$ cat src/rtl/uart_rx_ctrl.sv
// Receive-side controller: gates the UART receiver, buffers bytes in a show-ahead FIFO,
// handles BREAK and flags idle timeouts. Optional EOL tag per entry: UART_RX_CTRL_EOL_EN.
module uart_rx_ctrl #(
  parameter int unsigned PAYLOAD_BITS = 8,
  parameter int unsigned FIFO_DEPTH   = 16,
  parameter int unsigned IDLE_CYCLES  = 1000
) (
  input  logic                          clk,
  input  logic                          reset,
  input  logic                          enable,
  input  logic                          rx_valid,
  input  logic                          rx_break,
  input  logic [PAYLOAD_BITS-1:0]       rx_data,
  output logic                          uart_rx_en,
  output logic                          m_valid,
  input  logic                          m_ready,
  output logic [PAYLOAD_BITS-1:0]       m_data,
  output logic                          m_eol,
  output logic [$clog2(FIFO_DEPTH):0]   level,
  output logic                          overflow,
  input  logic                          ovf_clr,
  output logic                          break_det,
  output logic                          idle_timeout
);

  localparam int unsigned AW       = $clog2(FIFO_DEPTH);
  localparam int unsigned LW       = AW + 1;
  localparam logic [LW-1:0] LVL_FULL = LW'(FIFO_DEPTH);
  localparam logic [15:0]   IDLE_MAX = 16'(IDLE_CYCLES);
  localparam logic [15:0]   QUIET_LAST = 16'(IDLE_CYCLES - 1);

  typedef enum logic [1:0] {ST_OFF, ST_RUN, ST_BREAK} state_e;

  state_e                  state_q, state_d;
  logic [AW-1:0]           wr_ptr_q, wr_ptr_d, rd_ptr_q, rd_ptr_d;
  logic [LW-1:0]           level_q, level_d;
  logic [15:0]             idle_cnt_q, idle_cnt_d;
  logic [PAYLOAD_BITS-1:0] m_data_q, m_data_d;
  logic                    m_valid_q, m_valid_d;
  logic                    uart_rx_en_q, uart_rx_en_d;
  logic                    overflow_q, overflow_d;
  logic                    break_det_q, break_det_d;
  logic                    idle_timeout_q, idle_timeout_d;
  logic [PAYLOAD_BITS-1:0] mem_q [FIFO_DEPTH];

  logic brk_rx, push_req, push_ok, drop, pop, quiet_done, head_from_rx, brk_edge;

  assign brk_rx     = rx_valid & rx_break;
  assign push_req   = rx_valid & ~rx_break & (state_q == ST_RUN);
  assign pop        = m_valid_q & m_ready;
  assign push_ok    = push_req & ((level_q != LVL_FULL) | pop);
  assign drop       = push_req & (level_q == LVL_FULL) & ~pop;
  assign quiet_done = (state_q == ST_BREAK) & ~rx_valid & (idle_cnt_q >= QUIET_LAST);

  // Next-state logic
  always_comb begin
    state_d = state_q;
    case (state_q)
      ST_OFF:   if (enable) state_d = ST_RUN;
      ST_RUN: begin
        if (!enable)     state_d = ST_OFF;
        else if (brk_rx) state_d = ST_BREAK;
      end
      ST_BREAK: begin
        if (!enable)         state_d = ST_OFF;
        else if (quiet_done) state_d = ST_RUN;
      end
      default:  state_d = ST_OFF;
    endcase
  end

  // FIFO pointers, occupancy, show-ahead head and status flags
  always_comb begin
    wr_ptr_d = push_ok ? wr_ptr_q + AW'(1) : wr_ptr_q;
    rd_ptr_d = pop     ? rd_ptr_q + AW'(1) : rd_ptr_q;

    level_d = level_q;
    case ({push_ok, pop})
      2'b10:   level_d = level_q + LW'(1);
      2'b01:   level_d = level_q - LW'(1);
      default: level_d = level_q;
    endcase

    // The new head may be the byte written this very cycle (empty FIFO, or 1 entry popped)
    head_from_rx = push_ok & (wr_ptr_q == rd_ptr_d);
    m_data_d = m_data_q;
    if (level_d != '0) m_data_d = head_from_rx ? rx_data : mem_q[rd_ptr_d];

    m_valid_d    = (level_d != '0);
    uart_rx_en_d = (state_d != ST_OFF);
    break_det_d  = brk_rx & (state_q != ST_OFF);

    overflow_d = overflow_q;
    if (drop)         overflow_d = 1'b1;
    else if (ovf_clr) overflow_d = 1'b0;
  end

  // Shared counter: idle time with data buffered in RUN, quiet time in BREAK
  always_comb begin
    brk_edge   = (state_q != state_d) & ((state_q == ST_BREAK) | (state_d == ST_BREAK));
    idle_cnt_d = idle_cnt_q;
    if (brk_edge) begin
      idle_cnt_d = '0;
    end else if (state_q == ST_BREAK) begin
      if (rx_valid)                      idle_cnt_d = '0;
      else if (idle_cnt_q != IDLE_MAX)   idle_cnt_d = idle_cnt_q + 16'd1;
    end else if (push_ok) begin
      idle_cnt_d = '0;
    end else if ((state_q == ST_RUN) && (level_q != '0) && (idle_cnt_q != IDLE_MAX)) begin
      idle_cnt_d = idle_cnt_q + 16'd1;
    end
    idle_timeout_d = (state_q == ST_RUN) & (idle_cnt_q != IDLE_MAX) & (idle_cnt_d == IDLE_MAX);
  end

  always_ff @(posedge clk or posedge reset) begin
    if (reset) begin
      state_q        <= ST_OFF;
      wr_ptr_q       <= '0;
      rd_ptr_q       <= '0;
      level_q        <= '0;
      idle_cnt_q     <= '0;
      m_data_q       <= '0;
      m_valid_q      <= 1'b0;
      uart_rx_en_q   <= 1'b0;
      overflow_q     <= 1'b0;
      break_det_q    <= 1'b0;
      idle_timeout_q <= 1'b0;
    end else begin
      state_q        <= state_d;
      wr_ptr_q       <= wr_ptr_d;
      rd_ptr_q       <= rd_ptr_d;
      level_q        <= level_d;
      idle_cnt_q     <= idle_cnt_d;
      m_data_q       <= m_data_d;
      m_valid_q      <= m_valid_d;
      uart_rx_en_q   <= uart_rx_en_d;
      overflow_q     <= overflow_d;
      break_det_q    <= break_det_d;
      idle_timeout_q <= idle_timeout_d;
    end
  end

  // Storage array needs no reset: the head register masks stale contents
  always_ff @(posedge clk) begin
    if (push_ok) mem_q[wr_ptr_q] <= rx_data;
  end

`ifdef UART_RX_CTRL_EOL_EN
  logic eol_mem_q [FIFO_DEPTH];
  logic rx_eol, m_eol_q, m_eol_d;

  assign rx_eol = (rx_data == PAYLOAD_BITS'(8'h0D)) | (rx_data == PAYLOAD_BITS'(8'h0A));

  always_ff @(posedge clk) begin
    if (push_ok) eol_mem_q[wr_ptr_q] <= rx_eol;
  end

  always_comb begin
    m_eol_d = m_eol_q;
    if (level_d != '0) m_eol_d = head_from_rx ? rx_eol : eol_mem_q[rd_ptr_d];
  end

  always_ff @(posedge clk or posedge reset) begin
    if (reset) m_eol_q <= 1'b0;
    else       m_eol_q <= m_eol_d;
  end

  assign m_eol = m_eol_q;
`else
  assign m_eol = 1'b0;
`endif

  assign uart_rx_en   = uart_rx_en_q;
  assign m_valid      = m_valid_q;
  assign m_data       = m_data_q;
  assign level        = level_q;
  assign overflow     = overflow_q;
  assign break_det    = break_det_q;
  assign idle_timeout = idle_timeout_q;

endmodule

$ cat config.mk
export PLATFORM = sky130hd
export DESIGN_NAME = uart_rx_ctrl
export DESIGN_NICKNAME = d
export VERILOG_FILES = /design/src/rtl/uart_rx_ctrl.sv
export SDC_FILE = /design/constraint.sdc
export NUM_CORES = 1
export LEC_CHECK = 0
export ABC_AREA = 1
export ABC_CLOCK_PERIOD_IN_PS = 3900
export CAP_MARGIN = 20
export CORE_ASPECT_RATIO = 1.75
export CORE_MARGIN = 1
export CORE_UTILIZATION = 42
export CTS_CLUSTER_SIZE = 8
export DETAILED_ROUTE_END_ITERATION = 8
export GPL_TIMING_DRIVEN = 0
export SETUP_SLACK_MARGIN = 0.15
export SLEW_MARGIN = 40
export SYNTH_ARGS = -nofsm -noshare
export SYNTH_HDL_FRONTEND = slang
export SYNTH_SLANG_ARGS = --single-unit
$ cat constraint.sdc
create_clock -name clk -period 3.9 [get_ports clk]
set_input_delay 0.39 -clock clk [delete_from_list [all_inputs] [get_ports clk]]
set_output_delay 0.39 -clock clk [all_outputs]
set_load 0.05 [all_outputs]
==> metrics.txt, run 1 <==
DP Wirelength=17.3 mm; P_int=4.09 mW; Mapped Nets=889; setup slack at placement=-0.0198 ns; Switching Share=0.427; Clock Sinks=172; Peak VDD IR=0.000328 V; clock share of power=0.243; Hold Crit Class=in2async; clk_lat worst skew=0.43 ns; final worst-path cycle share=0.865; Die Ht=188 um; RSZ-0062 raised after global routing=no; CP Class=reg2reg; antenna-violating nets left=0; Seq/Total Area, Yosys=0.595; via-per-instance ratio=5.18; Setup-failing EPs final=0; clock-pin transition on the worst setup and hold timing paths=0.06 ns; RR Startpoint=level[0]$_DFF_PP0_; leakage=3.85 nW; R2R Setup Slk=0.53 ns; Reg2Reg Depth=16; Final Skew=0.00844 ns; largest net degree at the start of global routing=30; Slew Limit Fails=0; core area=19300 um^2; DIE AREA=20400 um^2; Pwr Density=747 nW/um^2; share of cells above drive strength 1=0.0982; final setup margin=0.528 ns; placed inst area=8960 um^2; htree depth=4; die extent in x=108 um; ys async rst share=0.256; CP startpoint kind=flop; status=finished clean; synth warn=0; Synth Area per Inst=9.65 um^2; DR iter-0 viols=290; Most used DFF post-synth=edfxtp_1; Hold Slack=0.240 ns; Hold Vio Cnt, Final=0; fin crit period=3.37 ns; First-pass DRT Iterations=5; grt ovf=0; Final #Nets=941; Max clock buf depth=2; Power Total=7.14 mW; Post-synth EDFFs=128; routed len/inst=19.8 um; critical path peak fanout=10; IO buf count=32; CP startpoint=level[0]$_DFF_PP0_; placement row count=67; Worst Path Arrival=3.74 ns; Initial Util=0.431; synth unique cells=38; FF-to-FF End=m_data[3]$_DFFE_PP0P_; register share of total power=0.334; Num CTS Buffers=17; achievable frequency=297 MHz; Required @ worst endpoint=4.27 ns; Rel. slew slack=0.408; Mapped Area=8320 um^2; MaxCap Viol Count=0; switching pwr=3.04 mW; CP Capture Point=m_data[3]$_DFFE_PP0P_; DRC violations left=0; Seq cells post-synth=172; power share of the combinational group=0.423; Total Wirelength=23.2 mm; TritonCTS clock tree=built; I/O pin count=34; number of post-CTS setup repair buffers=0; RD Place Congestion=0.978; Area Growth Syn to Fin=14.9%; Crit. End Element=flop; # diodes=0; Final Cell Area=9550 um^2; Root Driver=clkbuf_16; Worst Tran Pin Value=0.886 ns; GRT Util Overall=0.249; vias in the first global route=6239; initial antenna violation count=0; global-route wire length before repair=36.2 mm; synthesized instance count=862; Vias=6055
## power groups by stage
stage	sequential, mW	combinational, mW	clock, mW
floorplan	2.62	1.77	0
global placement	2.42	2.98	0
detailed placement	2.42	3.00	0
CTS	2.38	3.02	1.76
global route	2.41	3.34	1.82
finish	2.38	3.02	1.73
## what timing repair did
action,CTS,global route
setup endpoints to repair,0,8
resized for setup,0,1
hold buffers,0,0
## synth_stat cells, types with 3 or more instances
master	instances	area, um^2
clkbuf_1	14	52.6
nor2_1	98	368
xor2_1	7	61.3
a21oi_1	35	175
nor2_2	8	50.1
nand2_4	3	33.8
o21ai_0	81	405
nand2_1	163	612
nor2_4	4	45.0
o211ai_1	25	188
edfxtp_1	128	3840
nand3_2	4	40.0
xnor2_1	3	26.3
nand4_1	12	75.1
nand2_2	9	56.3
inv_2	7	26.3
nand3_1	77	385
buf_2	8	40.0
dfrtp_1	44	1100
nand3b_1	8	60.1
inv_1	90	338
ha_1	11	138
## how the worst min path moves through the flow
stage                     slack (ns)  depth (start not counted)                  start                     to
after floorplan                 0.47                          1   state_q[1]$_DFF_PP0_   uart_rx_en$_DFF_PP0_
after global placement          0.47                          2  m_data[1]$_DFFE_PP0P_  m_data[1]$_DFFE_PP0P_
after detailed placement        0.48                          2  m_data[1]$_DFFE_PP0P_  m_data[1]$_DFFE_PP0P_
after CTS                       0.23                          2                  reset   state_q[0]$_DFF_PP0_
after global routing            0.26                          2                  reset   state_q[0]$_DFF_PP0_
final                           0.24                          2                  reset   state_q[0]$_DFF_PP0_
## area by class of cell
cell class	instances	area [um^2]
buffer	27	155
clock buffer	17	425
clock inverter	15	173
fill	1831	9730
inverter	101	387
multi-input combinational	562	2840
sequential	172	4940
tap	241	302
timing repair buffer	33	325
## registers in the layout (all words and copies together) (netlist names)
signal        cells
idle_timeout      1
mem_q           128
level             5
wr_ptr_q          4
uart_rx_en        1
m_data            8
m_valid           1
state_q           2
idle_cnt_q       16
overflow          1
break_det         1
rd_ptr_q          4
## worst max-delay path: stages, from the launching register on
cell and delay (ns):
dfrtp_1 0.45, nor2_1 0.17, nand2_1 0.10, o21ai_2 0.31
ha_1 0.34, inv_1 0.09, fa_1 0.40, inv_1 0.07
nand2_1 0.06, nand2_1 0.06, a21oi_1 0.06, xor2_1 0.14
a21boi_0 0.23, nand2_1 0.34, inv_1 0.32, nand2_1 0.09
nand2_1 0.07
## per-stage QoR
| step | TNS, ns | cells | util |
|---|---|---|---|
| floorplan | 0 | 862 | - |
| global placement | 0 | 1135 | 0.464 |
| detailed placement | -0.0939 | 1136 | 0.465 |
| CTS | 0 | 1168 | 0.496 |
| global route | 0 | 1168 | 0.495 |
| finish | 0 | 1168 | 0.495 |
## logic make-up (layout without fill, tap and decap cells)
family	count (synthesis)	in the layout	synth area share
AND/OR/NAND/NOR	391	391	0.212
XOR/XNOR	10	10	0.0105
other	1	1	0.000451
flip-flops	172	172	0.595
adder cells (fa/ha/maj)	12	12	0.0190
buffers and inverters	128	193	0.0648
AO/OA/AOI/OAI	148	148	0.0985
## placed cells by master, fill, tap and decap left out, types with 2 or more instances in the layout
master / n
clkinv_2: 4
inv_4: 3
bufinv_16: 3
a21oi_1: 35
inv_6: 2
nor2_2: 10
xor2_1: 7
o21ai_2: 3
clkbuf_1: 14
a21boi_0: 2
o211ai_1: 25
nand4_1: 12
inv_1: 89
clkbuf_16: 17
clkinv_1: 3
edfxtp_1: 128
ha_1: 11
nand2_4: 3
o21ai_0: 81
nand2_2: 9
inv_2: 7
nand3b_1: 8
xnor2_1: 3
nor2_1: 96
nor3_1: 2
dfrtp_1: 44
nand3_2: 4
nand2_1: 163
nor2_4: 4
clkinvlp_4: 2
nand3_1: 77
clkdlybuf4s50_1: 29
clkinv_4: 3
buf_12: 3
buf_2: 11
## routing by layer
layer,part of all wire,vias to the layer above,GRT usage
li1,-,3023,-
met3,0.034,51,0.0438
met2,0.56,151,0.455
met1,0.35,2830,0.256
met5,0,-,0
met4,0.055,0,0.152
Power figures use the tool's default switching activity.
==> inputs of run 2 (changes only) <==
--- a/config.mk
+++ b/config.mk
@@ -10,12 +10,12 @@
 export CAP_MARGIN = 20
 export CORE_ASPECT_RATIO = 1.75
 export CORE_MARGIN = 1
-export CORE_UTILIZATION = 42
+export CORE_UTILIZATION = 54
 export CTS_CLUSTER_SIZE = 8
 export DETAILED_ROUTE_END_ITERATION = 8
 export GPL_TIMING_DRIVEN = 0
+export PLACE_DENSITY = 0.72
 export SETUP_SLACK_MARGIN = 0.15
-export SLEW_MARGIN = 40
 export SYNTH_ARGS = -nofsm -noshare
 export SYNTH_HDL_FRONTEND = slang
 export SYNTH_SLANG_ARGS = --single-unit
==> run 2 against run 1 <==
  * Global-route usage rose by 4.6 points
  * Worst setup slack improved by 0.097 ns
  * Clock power fell by 8%
  * First-iteration DRC count rose by 37%
  * Sequential share of layout area rose by 0.56 points
  * Via count rose by 4.3%
  * Register-to-register slack improved by 0.097 ns
  * Combinational power fell by 2%
  * Highest routed layer unchanged
==> metrics.txt, run 2 (same netlist as run 1, synthesis figures left out) <==
status=finished clean; Root Driver=clkbuf_16; IO buf count=32; leakage=3.83 nW; Setup TNS=0 ns; Most flops, register=mem_q; Hold Crit Class=in2async; htree depth=4; Area Growth Syn to Fin=13.6%; post-CTS resize count=0; initial antenna violation count=0; Rel. slew slack=0.420; RSZ-0062 raised after global routing=no; placement row count=59; clock-pin transition on the worst setup and hold timing paths=0.07 ns; Setup-failing EPs final=0; TritonCTS clock tree=built; Vias=6313; Peak VDD IR=0.000409 V; DRC violations left=0; RD Place Congestion=0.981; most frequent cells in the layout=163 x nand2_1, 128 x edfxtp_1, 98 x nor2_1; Num CTS Buffers=17; setup slack at placement=0.110 ns; most common cell after layout, fill and taps aside=nand2_1; MaxCap Viol Count=0; Initial Util=0.555; share of cells above drive strength 1=0.0917; DIE AREA=15900 um^2; Max clock buf depth=2; largest net degree at the start of global routing=24; global-route wire length before repair=33.6 mm; Total Wirelength=21.8 mm; Clock Sinks=172; Post-CTS Hold Fix Bufs=0; max reg flops=128; Required @ worst endpoint=4.26 ns; Hold Vio Cnt, Final=0; Die Ht=166 um; GRT Util Overall=0.295; number of post-CTS setup repair buffers=0; DR iter-0 viols=396; Power Total=6.96 mW; critical path peak fanout=10; core area=15000 um^2; achievable frequency=305 MHz; antenna-violating nets left=0; # placed instances=1078; die extent in x=95.8 um; Pwr Density=737 nW/um^2; CP startpoint kind=flop; Final Skew=0.0110 ns; CP Class=reg2reg; final setup margin=0.625 ns; First-pass DRT Iterations=5; I/O pin count=34; fin cells=1110; via-per-instance ratio=5.69; clk_lat worst skew=0.43 ns; routed len/inst=19.6 um; DP Wirelength=15.9 mm; Worst Tran Pin Value=0.867 ns; final worst-path cycle share=0.840; Final #Nets=941; Crit. End Element=flop; grt ovf=0; vias in the first global route=6201; Hold Slack=0.330 ns; # diodes=0; fin crit period=3.28 ns; Slew Limit Fails=0; Worst Path Arrival=3.64 ns
==> run 2: cell type report <==
class / count / area (um^2)
Buffer: 27 / 155
Tap cell: 183 / 229
Clock inverter: 12 / 108
Multi-Input combinational cell: 562 / 2840
Inverter: 101 / 384
Sequential cell: 172 / 4940
Timing Repair Buffer: 33 / 348
Clock buffer: 20 / 447
Fill cell: 1246 / 5530
==> run 2: per-stage QoR <==
| stage | utilization | cell area [um^2] |
|---|---|---|
| after floorplan | - | 8320 |
| after global placement | 0.592 | 8870 |
| after detailed placement | 0.593 | 8890 |
| after CTS | 0.630 | 9450 |
| after global routing | 0.631 | 9450 |
| final | 0.631 | 9450 |
==> run 2: path summary, 6_finish.rpt <==
| path | start | depth (start not counted) | slack, ns | end |
|---|---|---|---|---|
| min | reset | 2 | 0.33 | uart_rx_en$_DFF_PP0_ |
| min reg2reg | m_data[4]$_DFFE_PP0P_ | 2 | 0.49 | m_data[4]$_DFFE_PP0P_ |
| max in group asynchronous | reset | 3 | 3.06 | m_data[5]$_DFFE_PP0P_ |
| max reg2reg | level[0]$_DFF_PP0_ | 16 | 0.62 | m_data[7]$_DFFE_PP0P_ |
| max | level[0]$_DFF_PP0_ | 16 | 0.62 | m_data[7]$_DFFE_PP0P_ |
| min in group clk | m_data[4]$_DFFE_PP0P_ | 2 | 0.49 | m_data[4]$_DFFE_PP0P_ |
==> run 2: critical path: stages (launching register included) <==
cell and delay, ns:
dfrtp_1 0.45, nor2_1 0.16, nand2_1 0.09, o21ai_2 0.28, ha_1 0.33, inv_1 0.08
fa_1 0.38, inv_1 0.06, nand2_1 0.06, nand2_1 0.06, a21oi_1 0.07, xor2_1 0.14
a21boi_0 0.23, nand2_1 0.34, inv_1 0.32, nand2_1 0.09, nand2_1 0.07
==> run 2: routing by layer <==
layer,share of wire,up-vias,track usage
li1,-,3016,-
met1,0.36,2961,0.317
met2,0.52,250,0.501
met3,0.041,86,0.0536
met4,0.079,0,0.218
met5,0,-,0
==> run 2: power breakdown <==
group | switching, mW | internal [mW] | leakage, nW
combinational | 2.07 | 0.904 | 1.88
clock | 0.753 | 0.851 | 0.265
sequential | 0.201 | 2.18 | 1.68
total | 3.02 | 3.94 | 3.83
==> inputs of run 3 (changes only) <==
--- a/config.mk
+++ b/config.mk
@@ -6,7 +6,7 @@
 export NUM_CORES = 1
 export LEC_CHECK = 0
 export ABC_AREA = 1
-export ABC_CLOCK_PERIOD_IN_PS = 3900
+export ABC_CLOCK_PERIOD_IN_PS = 3100
 export CAP_MARGIN = 20
 export CORE_ASPECT_RATIO = 1.75
 export CORE_MARGIN = 1
==> constraint.sdc (replaced) <==
create_clock -name clk -period 3.1 [get_ports clk]
set_input_delay 0.31 -clock clk [delete_from_list [all_inputs] [get_ports clk]]
set_output_delay 0.31 -clock clk [all_outputs]
set_load 0.05 [all_outputs]
==> run 3 against run 2 <==
  * Final cell count up 0.45%
  * Clock-buffer cell count stayed put
  * Largest power group unchanged
  * Worst setup slack got worse by 0.27 ns
  * Sequential power rose by 26%
  * Largest cell class unchanged
  * Critical endpoint is now m_data[0]$_DFFE_PP0P_
  * Sequential share of layout area shrank 0.47 points
==> metrics.txt, run 3 (same netlist as run 1, synthesis figures left out) <==
status=finished clean; Setup TNS=0 ns; Die Ht=166 um; met1 usage=0.306; Clock Sinks=172; Required @ worst endpoint=3.41 ns; Worst Path Arrival=3.06 ns; Most Used Layer, Global Route=met2; DR iter-0 viols=314; FF-to-FF End=m_data[0]$_DFFE_PP0P_; global-route wire length before repair=34.3 mm; # diodes=0; Reg area=4950 um^2; RSZ-0062 raised after global routing=no; Area Growth Syn to Fin=14.7%; DIE AREA=15900 um^2; R2R Setup Slk=0.35 ns; clock-pin transition on the worst setup and hold timing paths=0.07 ns; Initial Util=0.555; leakage=3.86 nW; Slew Limit Fails=0; Rel. slew slack=0.378; Pwr Density=936 nW/um^2; Root Driver=clkbuf_16; Max clock buf depth=2; Setup-failing EPs final=0; Final Skew=0.0128 ns; Num CTS Buffers=17; RD Place Congestion=0.966; fin crit period=2.75 ns; via-per-instance ratio=5.68; First-pass DRT Iterations=5; clk_lat worst skew=0.43 ns; IO buf count=32; Hold Slack=0.231 ns; share of cells above drive strength 1=0.104; CP Class=reg2reg; Reg2Reg Depth=16; Worst Tran Pin Value=0.931 ns; grt ovf=0; critical path peak fanout=5; most common cell after layout, fill and taps aside=nand2_1; achievable frequency=364 MHz; most frequent cells in the layout=162 x nand2_1, 128 x edfxtp_1, 97 x nor2_1; DP Wirelength=16.3 mm; Post-CTS Hold Fix Bufs=0; Crit. End Element=flop; placement row count=59; max reg flops=128; core area=15000 um^2; Fillers=1262; antenna-violating nets left=0; Core Util, Final=0.637; Total Wirelength=22.5 mm; GRT Util Overall=0.301; Most flops, register=mem_q; htree depth=4; I/O pin count=34; DRC violations left=0; CP Capture Point=m_data[0]$_DFFE_PP0P_; vias in the first global route=6321; met3 Usage GRT=0.0453; Vias=6333; routed len/inst=20.2 um; Peak VDD IR=0.000437 V; CP startpoint kind=flop; Hold Crit Class=in2async; initial antenna violation count=0; final worst-path cycle share=0.886; Hold Vio Cnt, Final=0; die extent in x=95.8 um; area of the multi-input gates=2880 um^2; Final #Nets=946; MaxCap Viol Count=0; TritonCTS clock tree=built; RR Startpoint=level[1]$_DFF_PP0_; met2 usage=0.527; largest net degree at the start of global routing=25; CP startpoint=level[1]$_DFF_PP0_
==> run 3: changes by cell type in the layout (fill, tap and decap cells not counted), sizes merged <==
| cell | previous run | this run |
|---|---|---|
| buf | 14 | 18 |
| nand2 | 175 | 176 |
==> run 3: per-stage QoR <==
step                instances  cell area, um^2  power, mW  setup WS, ns
floorplan                 862             8320       5.52         0.152
global placement         1077             8870       6.71        -0.387
detailed placement       1078             8900       6.76        -0.448
CTS                      1112             9500       8.85         0.166
global route             1115             9540       9.40         0.126
finish                   1115             9540       8.93         0.352
==> run 3: worst min-delay path by stage <==
stage | slack [ns] | endpoint | cells after the start | start
global route | 0.28 | uart_rx_en$_DFF_PP0_ | 2 | reset
finish | 0.23 | uart_rx_en$_DFF_PP0_ | 2 | reset
floorplan | 0.41 | mem_q[0][0]$_DFFE_PP_ | 0 | rx_data[0]
detailed placement | 0.47 | m_data[0]$_DFFE_PP0P_ | 2 | m_data[0]$_DFFE_PP0P_
CTS | 0.24 | uart_rx_en$_DFF_PP0_ | 2 | reset
global placement | 0.47 | m_data[0]$_DFFE_PP0P_ | 2 | m_data[0]$_DFFE_PP0P_
==> run 3: what timing repair did <==
item,CTS,global route
endpoints found under the setup margin,9,8
gates resized for setup,8,4
pin swaps,2,2
cloned,1,0
setup buffers,1,3
==> run 3: where the power goes <==
| group | leakage, nW | total [mW] | internal (mW) | switching, mW |
|---|---|---|---|---|
| clock | 0.271 | 2.03 | 1.09 | 0.937 |
| combinational | 1.91 | 3.89 | 1.19 | 2.71 |
| sequential | 1.68 | 3.00 | 2.75 | 0.256 |
| total | 3.86 | 8.93 | 5.03 | 3.90 |
==> run 3: critical path, stage by stage, from the launching register on <==
cell     delay, ns
dfrtp_1       0.44
nor2_1        0.16
nand2_1       0.13
o21ai_4       0.25
ha_4          0.21
inv_1         0.06
fa_1          0.38
inv_1         0.06
nand2_1       0.06
nand2_1       0.06
nand2_1       0.04
o21ai_0       0.10
nand2_1       0.13
nor2_4        0.22
nand2_2       0.17
nand3_1       0.12
nand2_1       0.05
==> run 3: final cells by class <==
| cell class | instances | area share |
|---|---|---|
| Buffer | 27 | 0.0163 |
| Clock inverter | 12 | 0.0113 |
| Tap cell | 183 | 0.0240 |
| Inverter | 101 | 0.0405 |
| Clock buffer | 20 | 0.0479 |
| Timing Repair Buffer | 37 | 0.0396 |
| Multi-Input combinational cell | 563 | 0.302 |
| Sequential cell | 172 | 0.518 |
==> run 3: metal layers <==
layer,part of all wire,vias up
li1,-,3033
met1,0.34,2958
met2,0.53,257
met3,0.050,85
met4,0.086,0
met5,0,-
